$ cat config.mk
export PLATFORM = sky130hd
export DESIGN_NAME = fifo_ring
export DESIGN_NICKNAME = d
export VERILOG_FILES = /design/src/rtl/fifo_ring.sv
export SDC_FILE = /design/constraint.sdc
export NUM_CORES = 1
export LEC_CHECK = 0
export ABC_AREA = 1
export CAP_MARGIN = 20
export CORE_UTILIZATION = 50
export DETAILED_ROUTE_END_ITERATION = 7
export GPL_TIMING_DRIVEN = 0
export PLACE_DENSITY = 0.73
export SLEW_MARGIN = 10
export SYNTH_ARGS = -nofsm -noshare
export SYNTH_HDL_FRONTEND = slang
export SYNTH_SLANG_ARGS = --single-unit
$ cat constraint.sdc
create_clock -name clk -period 1.9 [get_ports clk]
set_input_delay 0.285 -clock clk [delete_from_list [all_inputs] [get_ports clk]]
set_output_delay 0.285 -clock clk [all_outputs]
set_load 0.01 [all_outputs]
$ cat src/rtl/fifo_ring.sv
// fifo_ring: circular-buffer FIFO that uses the io881 strobe handshake.
// It has an occupancy count, almost-full/almost-empty thresholds and sticky
// overflow/underflow flags that clr_err clears. Reset is synchronous and
// active-low.
// Optional macro FIFO_BYPASS_EN: when the FIFO is empty, d_in falls through
// combinationally to q in the same cycle it is written.
//
// Handshake: d_in is taken at a posedge when d_in_strobe=1 and the FIFO can
// accept the word (not full, or a pop in the same cycle frees a slot). q is
// valid whenever q_ready=1, and the head word is consumed at a posedge when
// q_out_strobe=1 and q_ready=1. A strobe that cannot be honoured is dropped
// and recorded in the matching sticky error flag.
module fifo_ring #(
  parameter int WIDTH     = 4,
  parameter int DEPTH     = 8,
  parameter int ADDR_BITS = 3,
  parameter int AF_MARGIN = 1,
  parameter int AE_MARGIN = 1
) (
  input  logic                 clk,
  input  logic                 rst_n,
  input  logic [WIDTH-1:0]     d_in,
  input  logic                 d_in_strobe,
  output logic [WIDTH-1:0]     q,
  output logic                 q_ready,
  input  logic                 q_out_strobe,
  output logic                 full,
  output logic                 empty,
  output logic                 almost_full,
  output logic                 almost_empty,
  output logic [ADDR_BITS:0]   count,
  output logic                 overflow,
  output logic                 underflow,
  input  logic                 clr_err
);

  // Thresholds are clamped into 0..DEPTH so that extreme margins still give
  // well-defined constant flags.
  localparam int AF_LEVEL = (DEPTH - AF_MARGIN < 0) ? 0 : (DEPTH - AF_MARGIN);
  localparam int AE_LEVEL = (AE_MARGIN > DEPTH) ? DEPTH :
                            ((AE_MARGIN < 0) ? -1 : AE_MARGIN);
  localparam logic [ADDR_BITS:0] FULL_CNT = (ADDR_BITS+1)'(DEPTH);
  localparam logic [ADDR_BITS:0] AF_CNT   = (ADDR_BITS+1)'(AF_LEVEL);
  localparam logic [ADDR_BITS:0] AE_CNT   = (ADDR_BITS+1)'((AE_LEVEL < 0) ? 0 : AE_LEVEL);
  localparam bit                 AE_NEVER = (AE_LEVEL < 0);

  logic [WIDTH-1:0]     mem [DEPTH];
  logic [ADDR_BITS-1:0] wr_ptr;
  logic [ADDR_BITS-1:0] rd_ptr;
  logic [ADDR_BITS:0]   count_r;
  logic                 overflow_r;
  logic                 underflow_r;

  logic pop;          // head word leaves (through memory or through the bypass path)
  logic push;         // d_in is written into memory
  logic mem_pop;      // rd_ptr advances
  logic direct;       // bypass: word goes straight from d_in to the consumer
  logic ovf_evt;
  logic unf_evt;

  // Status flags all come from the registered count.
  assign empty        = (count_r == '0);
  assign full         = (count_r == FULL_CNT);
  assign almost_full  = (count_r >= AF_CNT);
  assign almost_empty = AE_NEVER ? 1'b0 : (count_r <= AE_CNT);
  assign count        = count_r;
  assign overflow     = overflow_r;
  assign underflow    = underflow_r;

  // Head-of-queue presentation and the events for this cycle.
  always_comb begin
    q       = '0;
    q_ready = !empty;
    direct  = 1'b0;
    if (!empty) begin
      q = mem[rd_ptr];
    end
`ifdef FIFO_BYPASS_EN
    if (empty && d_in_strobe) begin
      q       = d_in;
      q_ready = 1'b1;
      direct  = q_out_strobe;
    end
`endif
    pop     = q_out_strobe && q_ready;
    push    = d_in_strobe && (!full || pop) && !direct;
    mem_pop = pop && !direct;
    ovf_evt = d_in_strobe && full && !pop;
    unf_evt = q_out_strobe && !q_ready;
  end

  // Storage write. Memory contents are not reset.
  always_ff @(posedge clk) begin
    if (rst_n && push) begin
      mem[wr_ptr] <= d_in;
    end
  end

  // Pointers and occupancy. Pointers wrap through natural ADDR_BITS rollover.
  always_ff @(posedge clk) begin
    if (!rst_n) begin
      wr_ptr  <= '0;
      rd_ptr  <= '0;
      count_r <= '0;
    end else begin
      if (push)    wr_ptr <= wr_ptr + 1'b1;
      if (mem_pop) rd_ptr <= rd_ptr + 1'b1;
      if (push && !mem_pop)      count_r <= count_r + 1'b1;
      else if (mem_pop && !push) count_r <= count_r - 1'b1;
    end
  end

  // Sticky error flags. A new error in the same cycle as clr_err wins.
  always_ff @(posedge clk) begin
    if (!rst_n) begin
      overflow_r  <= 1'b0;
      underflow_r <= 1'b0;
    end else begin
      if (ovf_evt)      overflow_r <= 1'b1;
      else if (clr_err) overflow_r <= 1'b0;
      if (unf_evt)      underflow_r <= 1'b1;
      else if (clr_err) underflow_r <= 1'b0;
    end
  end

endmodule

=== Yosys cells after proc, flatten, opt, wreduce, memory -nomap -nowiden ===
Memory sizes are Yosys's and may differ from the RTL's. A register that Yosys moved wholly into a read port is not among the register bits.
Index checks and enable logic that the tools add are counted.

* Add/subtract/negate cells: 4
* Mux-type cells: 10
* Reductions and logical operators: 17
* Order comparisons: 2
* Equal/unequal tests: 1

{| class="wikitable"
|+ Operator list
! cell !! count
|-
| $mux 4 || 3
|-
| $logic_and 1x1->1 || 8
|-
| $add 3x1->3 const B || 2
|-
| $mux 3 || 2
|-
| $reduce_bool 2->1 || 3
|-
| $mux 1 || 5
|-
| $add 4x1->4 const B || 1
|-
| $eq 4x4->1 const B || 1
|-
| $ge 4x3->1 const B || 1
|-
| $le 4x1->1 const B || 1
|-
| $logic_not 1->1 || 4
|-
| $logic_not 4->1 || 1
|-
| $sub 4x1->4 const B || 1
|-
| $logic_or 1x1->1 || 1
|}

* Output and inout port bits: 15
* Flip-flop bits (word level): 12
* Memories: 1
* Memory bits (writable): 32

{| class="wikitable"
|+ Memory list
! memory !! depth !! bits a word !! read ports !! clocked after Yosys merged registers in !! wr ports !! line !! RTL
|-
| mem || 8 || 4 || 1 || 1 || 1 || 47 || <nowiki>logic [WIDTH-1:0] mem [DEPTH];</nowiki>
|}

=== Longest topological paths before layout ===
* Depth after elaboration: 9
* Depth in mapped cells: 14
* Gate-level depth less buffers: 14

=== Least setup slack after synthesis ===
OpenSTA, ideal clock, no wires.

* Kind: register to register
* From: register count_r[0], in the netlist count[0]
* To: register count_r[2], in the netlist count[2]
* Data required time: 1.787 ns
* Cell stages (with the launch flop): 13
* Buffers on the path: 0
* Slack: 0.038 ns
* Clock period less this slack: 1.862 ns
* Data arrival time: 1.749 ns
* Library setup time: 0.113 ns
* Cells stage by stage: dfxtp_1 -> inv_1 -> ha_1 -> nand2_2 -> nor2_4 -> nand2_4 -> nand2_4 -> inv_2 -> ha_1 -> inv_1 -> o211ai_1 -> nor2_1 -> nor2_1

{| class="wikitable"
|+ RTL lines
! what !! line !! RTL
|-
| start: declaration || 50 || <nowiki>logic [ADDR_BITS:0] count_r;</nowiki>
|-
| start signal: assignment || 108 || <nowiki>if (push && !mem_pop) count_r <= count_r + 1'b1;</nowiki>
|-
| start signal: assignment || 109 || <nowiki>else if (mem_pop && !push) count_r <= count_r - 1'b1;</nowiki>
|-
| $eq 4x4->1 (*) || 63 || <nowiki>assign full = (count_r == FULL_CNT);</nowiki>
|-
| net full || 27 || <nowiki>output logic full,</nowiki>
|-
| $logic_not 1->1 (*) || 86 || <nowiki>push = d_in_strobe && (!full || pop) && !direct;</nowiki>
|-
| $logic_or 1x1->1 (*) || 86 ||
|-
| $logic_and 1x1->1 (*) || 86 ||
|-
| $logic_not 1->1 || 109 ||
|-
| $logic_and 1x1->1 || 109 ||
|-
| $reduce_bool 2->1 (no source line) || - ||
|}

The timed path passes the listed nets; every way through them passes the cells marked *. The select of a mux whose other input is x is not followed.
A chain may end at the register's enable or synchronous reset.

=== Worst setup path in the final report ===
* From: register count_r[0], in the netlist count[0]
* To: output full

* Longest elaborated chain between the ends: 1

{| class="wikitable"
|+ RTL lines
! what !! line
|-
| $eq 4x4->1 || 63
|-
| end: declaration || 27
|}

No other way between the ends.

==> results <==
- After detailed routing, the total wire length is 3910 µm.
- The half-perimeter wire length after detailed placement is between 2000 and 3000 µm.
- The basic-gate share of the synthesized area counting and, or, nand and nor cells is 27.6%.
- The number of buffers inserted by hold repair at cts is 0.
- The first global-routing pass estimated 6270 µm of wire.
- The worst-case hold slack is roughly 470 ps.
- The area growth from synthesis to layout is 19.0%.
- The count of pins over their slew limit is 0.
- The synthesized netlist net count is 260.
- Across every metal layer, demand over resource in global routing totals 19.3%.
- The measured slew at the worst slew-check pin is 361 ps.
- The number of antenna diodes in the final layout is 0.
- STA puts the critical path data required time at 1620 ps.
- The total of warnings raised by yosys is 0.
- Across the run, the number of max-cap violations was 0.
- The via density per instance is approximately 5.0.
- The number of synthesized register bits is 47.
- Along the worst path, the maximum fanout reaches 6.
- For this block, the initial DRC count from the detailed router was 66.
- The final critical-path share of the clock period is approximately 95%.
- Of the post-synthesis cell area, the dominant cell type holds 43.5%.
- The proportion of synthesized area in mux cells is 0%.
- The most frequent cell after synthesis is sky130_fd_sc_hd__nand2_1.
- The highest clock rate is about 0.55 GHz.
- The post-synthesis compound-gate area fraction is 3.23%.
- In this run the horizontal extent of the chip is 68.5 µm.
- The number of H-tree levels is 2.
- The CTS clock-pin slew for the worst setup and hold paths is 80 ps.
- The clock reaches the later pin of the worst-skew pair after 300 ps.
- The fraction of layout cells with a size suffix above 1 is 16.8%.
- The data arrival at the endpoint of the critical path is 1530 ps.
- The path class of the tightest hold or removal check is flop to flop.
- The die area is 4690 µm².
- The type of the worst setup path is flop to output pin.
- The flip-flop cell with the highest count after synthesis is sky130_fd_sc_hd__edfxtp_1.
- Across the VDD grid, the largest voltage drop is 1.13 mV.
- The pre-antenna-repair detailed-routing pass consisted of 4 iterations.
- The number of antenna-violating nets in the routed design is 0.
- The clock tree buffer depth is 2.
- Across all layers, the routed design uses 1640 vias.
- After global routing the overflow that remains totals 0.
- The weighted congestion at the end of routability-driven global placement is 0.788.
- The number of hold violations in the final report came to 0.
- After detailed routing, the average wire length per cell comes to 11.9 µm.
- The run finished with clean final reports.
- After Yosys synthesis, full adders, half adders and majority gates account for 3.40% of the synthesized area.
- The minimum clock period after layout is between 1500 and 2000 ps.
- Counting flops with an async set or reset pin after synthesis yields a share of 0%.
- The number of top-level pins is 24.
- The number of antenna violations at the first check in global routing is 0.
- The cell area reported after detailed placement is 2500 µm².
- After technology mapping, the gate count stands at 245.
- The dominant combinational cell family by area after synthesis is simple AND/OR/NAND/NOR gates.
- After the flow finishes, the layout carries non-filler instances totaling 329.
- In the final design database the tool counted about 300 nets.
- The via count of the first global-routing pass is 1466.
- For this configuration, the core starts out at a cell density of 53.7%.
- The post-synthesis cell type count is 27.
- The number of enable-type register cells in the synthesized netlist is 32.
- For this design the static power due to leakage is 1.17 nW.
- The cell row count is 23.
- The mean post-synth cell area is 9.02 µm².
- The number of setup violations in the final report is 0.
- Between clock sinks in the finished design, the worst skew comes to roughly 2.3 ps.
- Ranked by total cell area, the synthesized netlist is headed by sky130_fd_sc_hd__edfxtp_1 43%, sky130_fd_sc_hd__dfxtp_1 14%, sky130_fd_sc_hd__nand2_1 13%, sky130_fd_sc_hd__inv_1 4.9%, sky130_fd_sc_hd__nor2_1 4.4%.
- Counting instances in the post-synthesis netlist gives the leading cell types as 79 x sky130_fd_sc_hd__nand2_1, 32 x sky130_fd_sc_hd__edfxtp_1, 29 x sky130_fd_sc_hd__inv_1.
- TritonCTS built the clock tree.
- In this run the standard cell core region covers 4120 µm².
- In this run the cell area of the synthesized design comes to about 2200 µm².
- The final core utilization is 63.9%.
- The element type at the critical path start is a flop.
- The worst setup path is captured at an output pin.
- After detailed placement, the design holds a cell count of 318.
- The power density over the cells is 1280 nW/µm².
- The headroom to the max-slew limit is roughly three quarters.
- Setup slack closes at 86.4 ps.
- The total number of clock tree sinks is 47.
- The clock root buffer is sky130_fd_sc_hd__clkbuf_8.
- For the final routed database, the setup TNS stands at 0 ps.
- Sequential elements use between 50% and 60% of the synthesized area.
- Entering global routing, the biggest net connects 16 pins.
- The total power is 3.37 mW.
- The number of design rule violations left after detail routing is 0.
- The vertical die dimension is 68.5 µm.
- The post-placement worst setup slack is -125 ps.
- The number of port buffers is 23.
- Summing the areas of all xor and xnor instances in the mapped netlist gives 0.793% of the synthesized area.
- After routing the design area is between 2000 and 3000 µm².
- Of all cell types, the one taking the most synthesized area is sky130_fd_sc_hd__edfxtp_1.
- The number of buffers created by CTS is 5.
-- registers in the layout, summed over array words and instances, names as in the netlist, named ones only --
signal,cells
underflow,1
rd_ptr,3
count,4
mem,32
wr_ptr,3
overflow,1
-- power breakdown --
group | internal, mW | total, mW | switching [mW] | leakage, nW
Clock | 0.256 | 0.584 | 0.328 | 0.0418
Sequential | 1.20 | 1.30 | 0.0939 | 0.414
Combinational | 0.654 | 1.49 | 0.833 | 0.711
-- cells by family (layout without fill, tap and decap cells) --
family / count (synthesis) / in the layout
AND/OR/NAND/NOR: 137 / 137
AO/OA/AOI/OAI: 13 / 13
adder cells (fa/ha/maj): 6 / 6
flip-flops: 47 / 47
buffers and inverters: 40 / 74
XOR/XNOR: 2 / 2
-- cell usage in the layout (no fill, tap or decap), types with 2 or more instances in the layout --
master                            Yosys  final
sky130_fd_sc_hd__nand2_1             79     79
sky130_fd_sc_hd__edfxtp_1            32     32
sky130_fd_sc_hd__nor2_1              26     26
sky130_fd_sc_hd__inv_1               29     25
sky130_fd_sc_hd__nand3_1             18     18
sky130_fd_sc_hd__clkdlybuf4s50_1      0     14
sky130_fd_sc_hd__dfxtp_1             15     12
sky130_fd_sc_hd__inv_2                4      8
sky130_fd_sc_hd__buf_4                3      6
sky130_fd_sc_hd__o21ai_0              6      5
sky130_fd_sc_hd__a21oi_1              5      5
sky130_fd_sc_hd__clkbuf_8             0      5
sky130_fd_sc_hd__buf_2                2      4
sky130_fd_sc_hd__nor2_2               4      4
sky130_fd_sc_hd__ha_1                 6      4
sky130_fd_sc_hd__dlygate4sd2_1        0      4
sky130_fd_sc_hd__nand2_4              3      3
sky130_fd_sc_hd__ha_4                 0      2
sky130_fd_sc_hd__dfxtp_2              0      2
sky130_fd_sc_hd__clkbuf_2             0      2
-- critical path, stage by stage (launching register included) --
cell	delay (ps)
sky130_fd_sc_hd__dfxtp_4	380
sky130_fd_sc_hd__inv_2	90
sky130_fd_sc_hd__ha_4	170
sky130_fd_sc_hd__nand2_2	70
sky130_fd_sc_hd__nor2_4	140
sky130_fd_sc_hd__buf_4	130
sky130_fd_sc_hd__dlygate4sd2_1	260
-- layout make-up --
cell class	instances	area (µm²)
repair buffers	26	230
multi-input cells	158	800
well taps	50	62.6
flip-flops and latches	47	1270
clock buffers	5	68.8
clock inverters	3	20.0
plain buffers	6	47.5
inverters	34	133
fillers	344	1490
-- final timing paths --
check | from | endpoint | slack, ps | cells past startpoint
min reg2reg | underflow$_SDFFE_PN0P_ | underflow$_SDFFE_PN0P_ | 470 | 2
min | underflow$_SDFFE_PN0P_ | underflow$_SDFFE_PN0P_ | 470 | 2
max reg2reg | count[0]$_SDFFE_PN0P_ | count[2]$_SDFFE_PN0P_ | 120 | 13
max | count[0]$_SDFFE_PN0P_ | full | 90 | 6
-- routing by layer --
metal  vias up  share of wire [%]  GRT usage [%]
met4         0                2.7           12.8
met5         -                  0              0
li1        844                  -              -
met1       739                 44           22.2
met2        44                 48           31.3
met3        13                4.7           5.00
-- timing repair --
action                     CTS  global route
buffers inserted             2             1
pin swaps                    1             1
setup endpoints to repair   27             7
gates resized for setup     19            14
Power figures use the tool's default switching activity.
